`src/rtl/dds_sine_generator_if.sv`:
```
// Control and sample bus between a DDS sine source and its consumer.
// The master drives run/tuning controls; the slave returns busy status and samples.
interface dds_sine_generator_if #(
  parameter int phase_width   = 16,
  parameter int word_size_out = 8
);
  logic                     en;
  logic                     phase_clr;
  logic                     ftw_load;
  logic [phase_width-1:0]   ftw_in;
  logic                     ftw_busy;
  logic [word_size_out-1:0] Data_out;
  logic                     sample_valid;

  modport master (
    output en, phase_clr, ftw_load, ftw_in,
    input  ftw_busy, Data_out, sample_valid
  );

  modport slave (
    input  en, phase_clr, ftw_load, ftw_in,
    output ftw_busy, Data_out, sample_valid
  );
endinterface

```
`src/rtl/dds_sine_generator.sv`:
```
// DDS sine source: divided sample tick, phase accumulator with phase-continuous
// FTW updates, and a two-stage quarter-wave lookup producing offset-binary samples.
module dds_sine_generator #(
  parameter int phase_width    = 16,
  parameter int lut_addr_width = 6,
  parameter int word_size_out  = 8,
  parameter int clk_div        = 4
) (
  input  logic                 clk,
  input  logic                 rst,
  dds_sine_generator_if.slave  bus
);

  localparam int DIV_W = (clk_div > 1) ? $clog2(clk_div) : 1;
  localparam logic [DIV_W-1:0] DIV_LAST = DIV_W'(clk_div - 1);
  localparam logic [word_size_out-1:0] MID = {1'b1, {(word_size_out-1){1'b0}}};

  // t[i] = round(127*sin(pi/2*(i+0.5)/64)); sampling at bin centres keeps the
  // four quadrants exact mirror images of each other.
  localparam logic [word_size_out-2:0] QTAB [2**lut_addr_width] = '{
      2,   5,   8,  11,  14,  17,  20,  23,  26,  29,  32,  35,  38,  41,  44,  47,
     50,  53,  56,  58,  61,  64,  67,  69,  72,  74,  77,  79,  82,  84,  86,  89,
     91,  93,  95,  97,  99, 101, 103, 105, 106, 108, 110, 111, 113, 114, 115, 117,
    118, 119, 120, 121, 122, 123, 124, 124, 125, 125, 126, 126, 127, 127, 127, 127
  };

  typedef enum logic {IDLE, RUN} state_t;

  state_t                    state, state_nxt;
  logic [DIV_W-1:0]          div_cnt;
  logic                      tick;
  logic [phase_width-1:0]    phase;
  logic [phase_width-1:0]    ftw_active;
  logic [phase_width-1:0]    ftw_pending;
  logic                      ftw_busy_r;
  logic [1:0]                quad_p1;
  logic [lut_addr_width-1:0] idx_p1;
  logic                      vld_p1;
  logic [word_size_out-1:0]  data_p2;
  logic                      vld_p2;

  function automatic logic [word_size_out-1:0] to_sample(
    input logic [1:0]                q,
    input logic [lut_addr_width-1:0] a
  );
    logic [lut_addr_width-1:0] ai;
    logic [word_size_out-1:0]  mag;
    ai  = q[0] ? ~a : a;
    mag = word_size_out'(QTAB[ai]);
    return q[1] ? (MID - mag) : (MID + mag);
  endfunction

  always_ff @(posedge clk or negedge rst) begin
    if (!rst) state <= IDLE;
    else      state <= state_nxt;
  end

  always_comb begin
    state_nxt = state;
    case (state)
      IDLE: if (bus.en)  state_nxt = RUN;
      RUN:  if (!bus.en) state_nxt = IDLE;
    endcase
  end

  assign tick = (state == RUN) && (div_cnt == DIV_LAST);

  always_ff @(posedge clk or negedge rst) begin
    if (!rst) begin
      div_cnt <= '0;
    end else if (state == RUN && bus.en) begin
      div_cnt <= tick ? '0 : div_cnt + 1'b1;
    end else begin
      div_cnt <= '0;
    end
  end

  // Accumulator and tuning words; a pending word is only promoted on a tick so
  // the phase stays continuous across frequency changes.
  always_ff @(posedge clk or negedge rst) begin
    if (!rst) begin
      phase       <= '0;
      ftw_active  <= '0;
      ftw_pending <= '0;
      ftw_busy_r  <= 1'b0;
    end else begin
      if (bus.phase_clr) phase <= '0;
      else if (tick)     phase <= phase + ftw_active;

      if (state == IDLE) begin
        if (bus.ftw_load) ftw_active <= bus.ftw_in;
      end else begin
        if (tick && ftw_busy_r) begin
          ftw_active <= ftw_pending;
          ftw_busy_r <= 1'b0;
        end
        if (bus.ftw_load && !ftw_busy_r) begin
          ftw_pending <= bus.ftw_in;
          ftw_busy_r  <= 1'b1;
        end
      end
    end
  end

  // Stage 1: quadrant and table index of the ticked phase
  always_ff @(posedge clk) begin
    if (tick) begin
      quad_p1 <= phase[phase_width-1 -: 2];
      idx_p1  <= phase[phase_width-3 -: lut_addr_width];
    end
  end

  always_ff @(posedge clk or negedge rst) begin
    if (!rst) vld_p1 <= 1'b0;
    else      vld_p1 <= tick;
  end

  // Stage 2: sample register, held between ticks for the downstream filter
  always_ff @(posedge clk or negedge rst) begin
    if (!rst) begin
      data_p2 <= MID;
      vld_p2  <= 1'b0;
    end else begin
      vld_p2 <= vld_p1;
      if (vld_p1) data_p2 <= to_sample(quad_p1, idx_p1);
    end
  end

  assign bus.Data_out     = data_p2;
  assign bus.sample_valid = vld_p2;
  assign bus.ftw_busy     = ftw_busy_r;

endmodule

```
`src/flat_wrapper.sv`:
```
// flat-port wrapper written by rule: the top's interface ports become plain ports
module dds_sine_generator_flat 
#(
  parameter int phase_width    = 16,
  parameter int lut_addr_width = 6,
  parameter int word_size_out  = 8,
  parameter int clk_div        = 4
)
  (clk, rst, bus_en, bus_phase_clr, bus_ftw_load, bus_ftw_in, bus_ftw_busy, bus_Data_out, bus_sample_valid);
  dds_sine_generator_if #(.phase_width(phase_width), .word_size_out(word_size_out)) bus_i ();
  input  logic clk;
  input  logic rst;
  input wire logic [$bits(bus_i.en)-1:0] bus_en;
  input wire logic [$bits(bus_i.phase_clr)-1:0] bus_phase_clr;
  input wire logic [$bits(bus_i.ftw_load)-1:0] bus_ftw_load;
  input wire logic [$bits(bus_i.ftw_in)-1:0] bus_ftw_in;
  output wire logic [$bits(bus_i.ftw_busy)-1:0] bus_ftw_busy;
  output wire logic [$bits(bus_i.Data_out)-1:0] bus_Data_out;
  output wire logic [$bits(bus_i.sample_valid)-1:0] bus_sample_valid;
  assign bus_i.en = bus_en;
  assign bus_i.phase_clr = bus_phase_clr;
  assign bus_i.ftw_load = bus_ftw_load;
  assign bus_i.ftw_in = bus_ftw_in;
  assign bus_ftw_busy = bus_i.ftw_busy;
  assign bus_Data_out = bus_i.Data_out;
  assign bus_sample_valid = bus_i.sample_valid;
  dds_sine_generator #(.phase_width(phase_width), .lut_addr_width(lut_addr_width), .word_size_out(word_size_out), .clk_div(clk_div)) u_core (.clk(clk), .rst(rst), .bus(bus_i));
endmodule
```
`config.mk`:
```
export PLATFORM = sky130hd
export DESIGN_NAME = dds_sine_generator_flat
export DESIGN_NICKNAME = d
export VERILOG_FILES = /design/src/rtl/dds_sine_generator_if.sv /design/src/rtl/dds_sine_generator.sv /design/src/flat_wrapper.sv
export SDC_FILE = /design/constraint.sdc
export NUM_CORES = 1
export LEC_CHECK = 0
export ABC_CLOCK_PERIOD_IN_PS = 3200
export CAP_MARGIN = 30
export CORE_MARGIN = 2
export CORE_UTILIZATION = 60
export CTS_CLUSTER_DIAMETER = 40
export DETAILED_ROUTE_END_ITERATION = 12
export GPL_TIMING_DRIVEN = 0
export HOLD_SLACK_MARGIN = 0.08
export PLACE_DENSITY = 0.81
export SETUP_SLACK_MARGIN = 0.3
export SLEW_MARGIN = 15
export SYNTH_ARGS = -nofsm -noshare
export SYNTH_HDL_FRONTEND = slang
export SYNTH_SLANG_ARGS = --single-unit
```
`constraint.sdc`:
```
create_clock -name clk -period 3.2 [get_ports clk]
set_input_delay 0.64 -clock clk [delete_from_list [all_inputs] [get_ports clk]]
set_output_delay 0.64 -clock clk [all_outputs]
set_load 0.02 [all_outputs]
```
**Yosys cells after proc, flatten, opt, wreduce, memory -nomap -nowiden**

Memories as Yosys holds them, arrays and structs flattened.
Cells that the tools add are included.

- Equal/unequal tests: 2
- Multiplexer cells: 14
- Reduce and logical (&&, ||, !) cells: 11
- Bitwise operators: 2
- Add/sub/neg operators: 4
- $lt $le $gt $ge: 1

Operators by type and width:

| kind | count |
|---|---|
| $mux 16 | 5 |
| $add 16x16->16 | 1 |
| $mux 7 | 2 |
| $add 8x7->8 const A | 1 |
| $mux 8 | 1 |
| $sub 8x7->8 const A | 1 |
| $ge 7x7->1 const B | 1 |
| $not 6->7 | 1 |
| $mux 6 | 1 |
| $not 6->6 | 1 |
| $reduce_and 2->1 | 3 |
| $reduce_bool 2->1 | 3 |
| $logic_and 1x1->1 | 4 |
| $mux 2 | 2 |
| $mux 1 | 3 |
| $add 2x1->2 const B | 1 |
| $eq 2x2->1 const B | 1 |
| $ne 2x2->1 const B | 1 |
| $logic_not 1->1 | 1 |

- Input port bits: 21
- Output and inout bits: 10
- Memories kept: 1
- Register bits: 70
- ROM bits: 448

Memories:

| memory | words | width | rd ports | clocked after memory_dff | wr ports | RTL line | RTL |
|---|---|---|---|---|---|---|---|
| (no name shown) | 64 | 7 | 1 | 0 | 0 | dds_sine_generator.sv:49 | `mag = word_size_out'(QTAB[ai]);` |

**Depth between registers and ports, before layout**

- Word-level depth: 8
- Gate-level depth with buffers: 12

**Worst setup path before layout**

No wires, ideal clock.

- Path kind: reg-to-reg
- Start: reg u_core.idx_p1[2]
- End: reg u_core.data_p2[6], in the netlist u_core.bus.Data_out[6]
- Arrival time: 2.292 ns
- Stages on the path, launching flop included: 13
- Required time: 3.075 ns
- Slack: 0.783 ns
- Period minus slack after synthesis: 2.417 ns
- Cells stage by stage: edfxtp_1 buf_4 buf_4 buf_2 nand4b_1 o311ai_0 a21oi_1 nand3_1 and2_1 ha_1 or3_1 a31oi_1 nor3_2

- Cells in the longest elaborated chain, start to end: 8
- Elaborated cells on any way between the ends: 9
- Classes of those cells: 2 x add/sub; 4 x mux; 2 x bitwise; 1 x memory

Ends and longest elaborated chain:

| element | RTL line | RTL |
|---|---|---|
| start: declaration | dds_sine_generator.sv:37 | `logic [lut_addr_width-1:0] idx_p1;` |
| start signal: assignment | dds_sine_generator.sv:109 | `idx_p1 <= phase[phase_width-3 -: lut_addr_width];` |
| $not 6->6 | dds_sine_generator.sv:48 | `ai = q[0] ? ~a : a;` |
| $mux 6 * | dds_sine_generator.sv:48 |  |
| $not 6->7 (implied by the code) * | dds_sine_generator.sv:49 |  |
| $mem_v2 64x7 * | - |  |
| $mux 7 (implied by the code) * (2 in series) | dds_sine_generator.sv:49 |  |
| $add 8x7->8 / $sub 8x7->8 (equally long branches) | dds_sine_generator.sv:50 | `return q[1] ? (MID - mag) : (MID + mag);` |
| $mux 8 * | dds_sine_generator.sv:50 |  |
| end signal: assignment | dds_sine_generator.sv:125 | `if (vld_p1) data_p2 <= to_sample(quad_p1, idx_p1);` |
| end: declaration | dds_sine_generator.sv:39 | `logic [word_size_out-1:0] data_p2;` |

Mark *: on every way between the ends. The rest lies on a longest branch, timed or not. The select of a mux whose other input is x is not followed.
A chain may end at the register's enable or synchronous reset.

**Final worst setup path**

- Start: reg u_core.idx_p1[3]
- End: reg u_core.data_p2[6], in the netlist u_core.bus.Data_out[6]

The elaborated chain is that of the path after synthesis.

==> metrics.cfg <==
[worst_setup_path]
end_kind = register
path_class = reg -> reg
cp.required_ps = 3440
worstPathArrival_ps = 2960
startpoint_type = register
crit_fanout = 10

[pwr]
seqPwrFrac_pct = 48.2
leakagePower_nw = 2.36
comb_power_share_pct = 17.3
ir_drop_v = 0.000349
switching_share_pct = 27.0
pwr-share-clk_pct = 34.5
p_per_area_mw_per_mm2 = 408
switchingPower_w = 0.000602
p_int_w = 0.00163

[clock_network]
htreeDepth = 3
cts-root-buf = clkbuf_8
numCtsBuffers = 9
clock-sinks = 70
cts_setup_buffers = 0
cts_hold_buf = 0
clk_path_buf_depth = 2
worstSkewPairLatency_ps = 350
cts_tree = built
ctsResizeCount = 0
path_clk_slew_ps = 80

[floorplanning]
die-area_mm2 = 0.00874
io_pins = 31
num_rows = 32
start_util_pct = 62.2
die_w_um = 93.5
core_region_area_mm2 = 0.00773
die_y_um = 93.5

[grt]
grt_pass1_vias = 4335
grt_pass1_wl_um = 20700
grt_max_degree = 63
grt-ovfl-total = 0
grt_antenna_before_repair = 0
grt_usage_pct = 30.5

[sta]
fmax_ghz = 0.368
finalSetupViolations = 0
min_period_ps = 2720
min_period_over_period_pct = 85.0
max_slew.worst_pin.slew_ps = 777
slew_viol_final = 0
hold_ws_ps = 377
rsz0062_at_grt = no
clock_skew_ps = 11.6
hold_violations = 0
slew_headroom_pct = 48.2

[yosys]
ys_seq_elements = 70
synth_seq_area_share_pct = 37.3
yosys.cell_types.count = 76
synth_edf_count = 8
avgSynthCellArea_um2 = 9.14
synthesis.nets = 565
yosys_warnings = 0
synthFlopType = dfrtp_1
netlist_area_mm2 = 0.00481
syn-instance-count = 526
async_reset_ff_share_pct = 88.6

[finish]
drive_above_1_share_pct = 13.1
final_util_pct = 70.7
antenna_cells = 0
final_cell_mix = 61 x dfrtp_1, 51 x a21oi_1, 41 x nor2_1
final_cells = 676
finalNetCount = 608
final_common_cell = dfrtp_1
area_growth_syn_to_layout_pct = 13.7

[route]
wl_per_cell_um = 18.6
remaining_drc_errors = 0
vias = 4337
wl_um = 12600
avgViaCountPerCell = 6.42
drtIter0Drc = 248
drt_pass1_iterations = 5
antenna_left = 0

[place]
gp_congestion = 0.986
port_buffers = 29
place_inst = 657
dpl.hpwl_um = 8900

[worst_hold_path]
hp-class = in -> async

[run_status]
status = finished clean

[run]
maxCapViolCount = 0

## area by class of cell
cell class / instances / area (um^2)
Fill cell: 568 / 2260
Tap cell: 102 / 128
Buffer: 37 / 214
Timing Repair Buffer: 32 / 314
Clock inverter: 4 / 51.3
Clock buffer: 12 / 166
Multi-Input combinational cell: 400 / 2730
Sequential cell: 70 / 1790
Inverter: 19 / 71.3
## final timing paths
path                                       startpoint                            endpoint  slack [ps]  cells past startpoint
min in group clk              u_core.vld_p1$_DFF_PN0_   u_core.bus.sample_valid$_DFF_PN0_         380                      0
max                        u_core.idx_p1[3]$_DFFE_PP_  u_core.bus.Data_out[6]$_DFFE_PN0P_         480                     10
min reg2reg                   u_core.vld_p1$_DFF_PN0_   u_core.bus.sample_valid$_DFF_PN0_         380                      0
max reg2reg                u_core.idx_p1[3]$_DFFE_PP_  u_core.bus.Data_out[6]$_DFFE_PN0P_         480                     10
min                                               rst  u_core.ftw_pending[14]$_DFFE_PN0P_         380                      1
max in group asynchronous                         rst        u_core.phase[14]$_DFFE_PN0P_        2320                      1
## power by group through the flow
| stage | clock (W) | sequential [W] | combinational (W) |
|---|---|---|---|
| final | 0.000769 | 0.00107 | 0.000386 |
| after global routing | 0.000811 | 0.00109 | 0.000429 |
| after CTS | 0.000780 | 0.00107 | 0.000386 |
| after detailed placement | 0 | 0.00109 | 0.000381 |
| after global placement | 0 | 0.00108 | 0.000366 |
| after floorplan | 0 | 0.00109 | 0.000238 |
## critical path, cell delays in order, from the launching register on
cell and delay [ps]:
edfxtp_1 470, buf_6 190, buf_4 180, a21oi_1 330, nor2_1 70, o32ai_1 300, a22oi_2 170, ha_1 260
or3_1 350, a31oi_1 200, nor3_2 70
## kinds of logic after synthesis
group	after synthesis	share of synthesized area, %
mux	35	7.76
xor+xnor	13	2.37
simple gates	167	18.4
compound gates	167	23.4
flops	70	37.3
buf+inv	56	5.93
fa+ha+maj	18	4.84
## routing by layer
metal	up-vias	part of all wire [%]	track usage, %
met5	-	0	0
li1	2020	-	-
met3	33	7.4	4.19
met1	2064	39	35.0
met4	0	2.9	17.5
met2	220	51	54.1
## stage by stage
step	TNS [ps]	area (um^2)	worst slack (ps)	total power, W
3_3_place_gp	-20880	5230	-347	0.00145
6_report	0	5470	481	0.00223
2_1_floorplan	0	4810	783	0.00133
4_1_cts	0	5440	446	0.00224
3_5_place_dp	0	5220	464	0.00147
5_1_grt	0	5470	362	0.00232
## Yosys cell counts, types with 7 or more instances
library cell / number / area share [%]
nor2b_1: 12 / 1.6
xnor2_1: 8 / 1.5
nand2b_1: 8 / 1.0
o21ai_0: 20 / 2.1
nor3_1: 12 / 1.2
a31oi_1: 9 / 1.2
o211ai_1: 10 / 1.6
inv_1: 17 / 1.3
mux2i_1: 17 / 3.5
a21o_1: 11 / 1.7
a211oi_1: 7 / 1.1
ha_1: 17 / 4.4
nand3_1: 14 / 1.5
mux2_2: 18 / 4.2
dfrtp_1: 61 / 32
edfxtp_1: 8 / 5.0
buf_4: 7 / 1.1
a21oi_1: 51 / 5.3
buf_2: 14 / 1.5
o21a_1: 8 / 1.2
clkbuf_1: 11 / 0.86
nand2_1: 32 / 2.5
nor2_1: 41 / 3.2
## registers in the layout, summed over array words and instances, names as in the netlist
signal and count:
u_core.state 1, u_core.ftw_active 16, u_core.bus.sample_valid 1, u_core.phase 16
u_core.vld_p1 1, u_core.div_cnt 2, u_core.ftw_pending 16, u_core.bus.Data_out 8
u_core.quad_p1 2, u_core.bus.ftw_busy 1, u_core.idx_p1 6
Note: power is estimated with default switching activity, not from simulation.
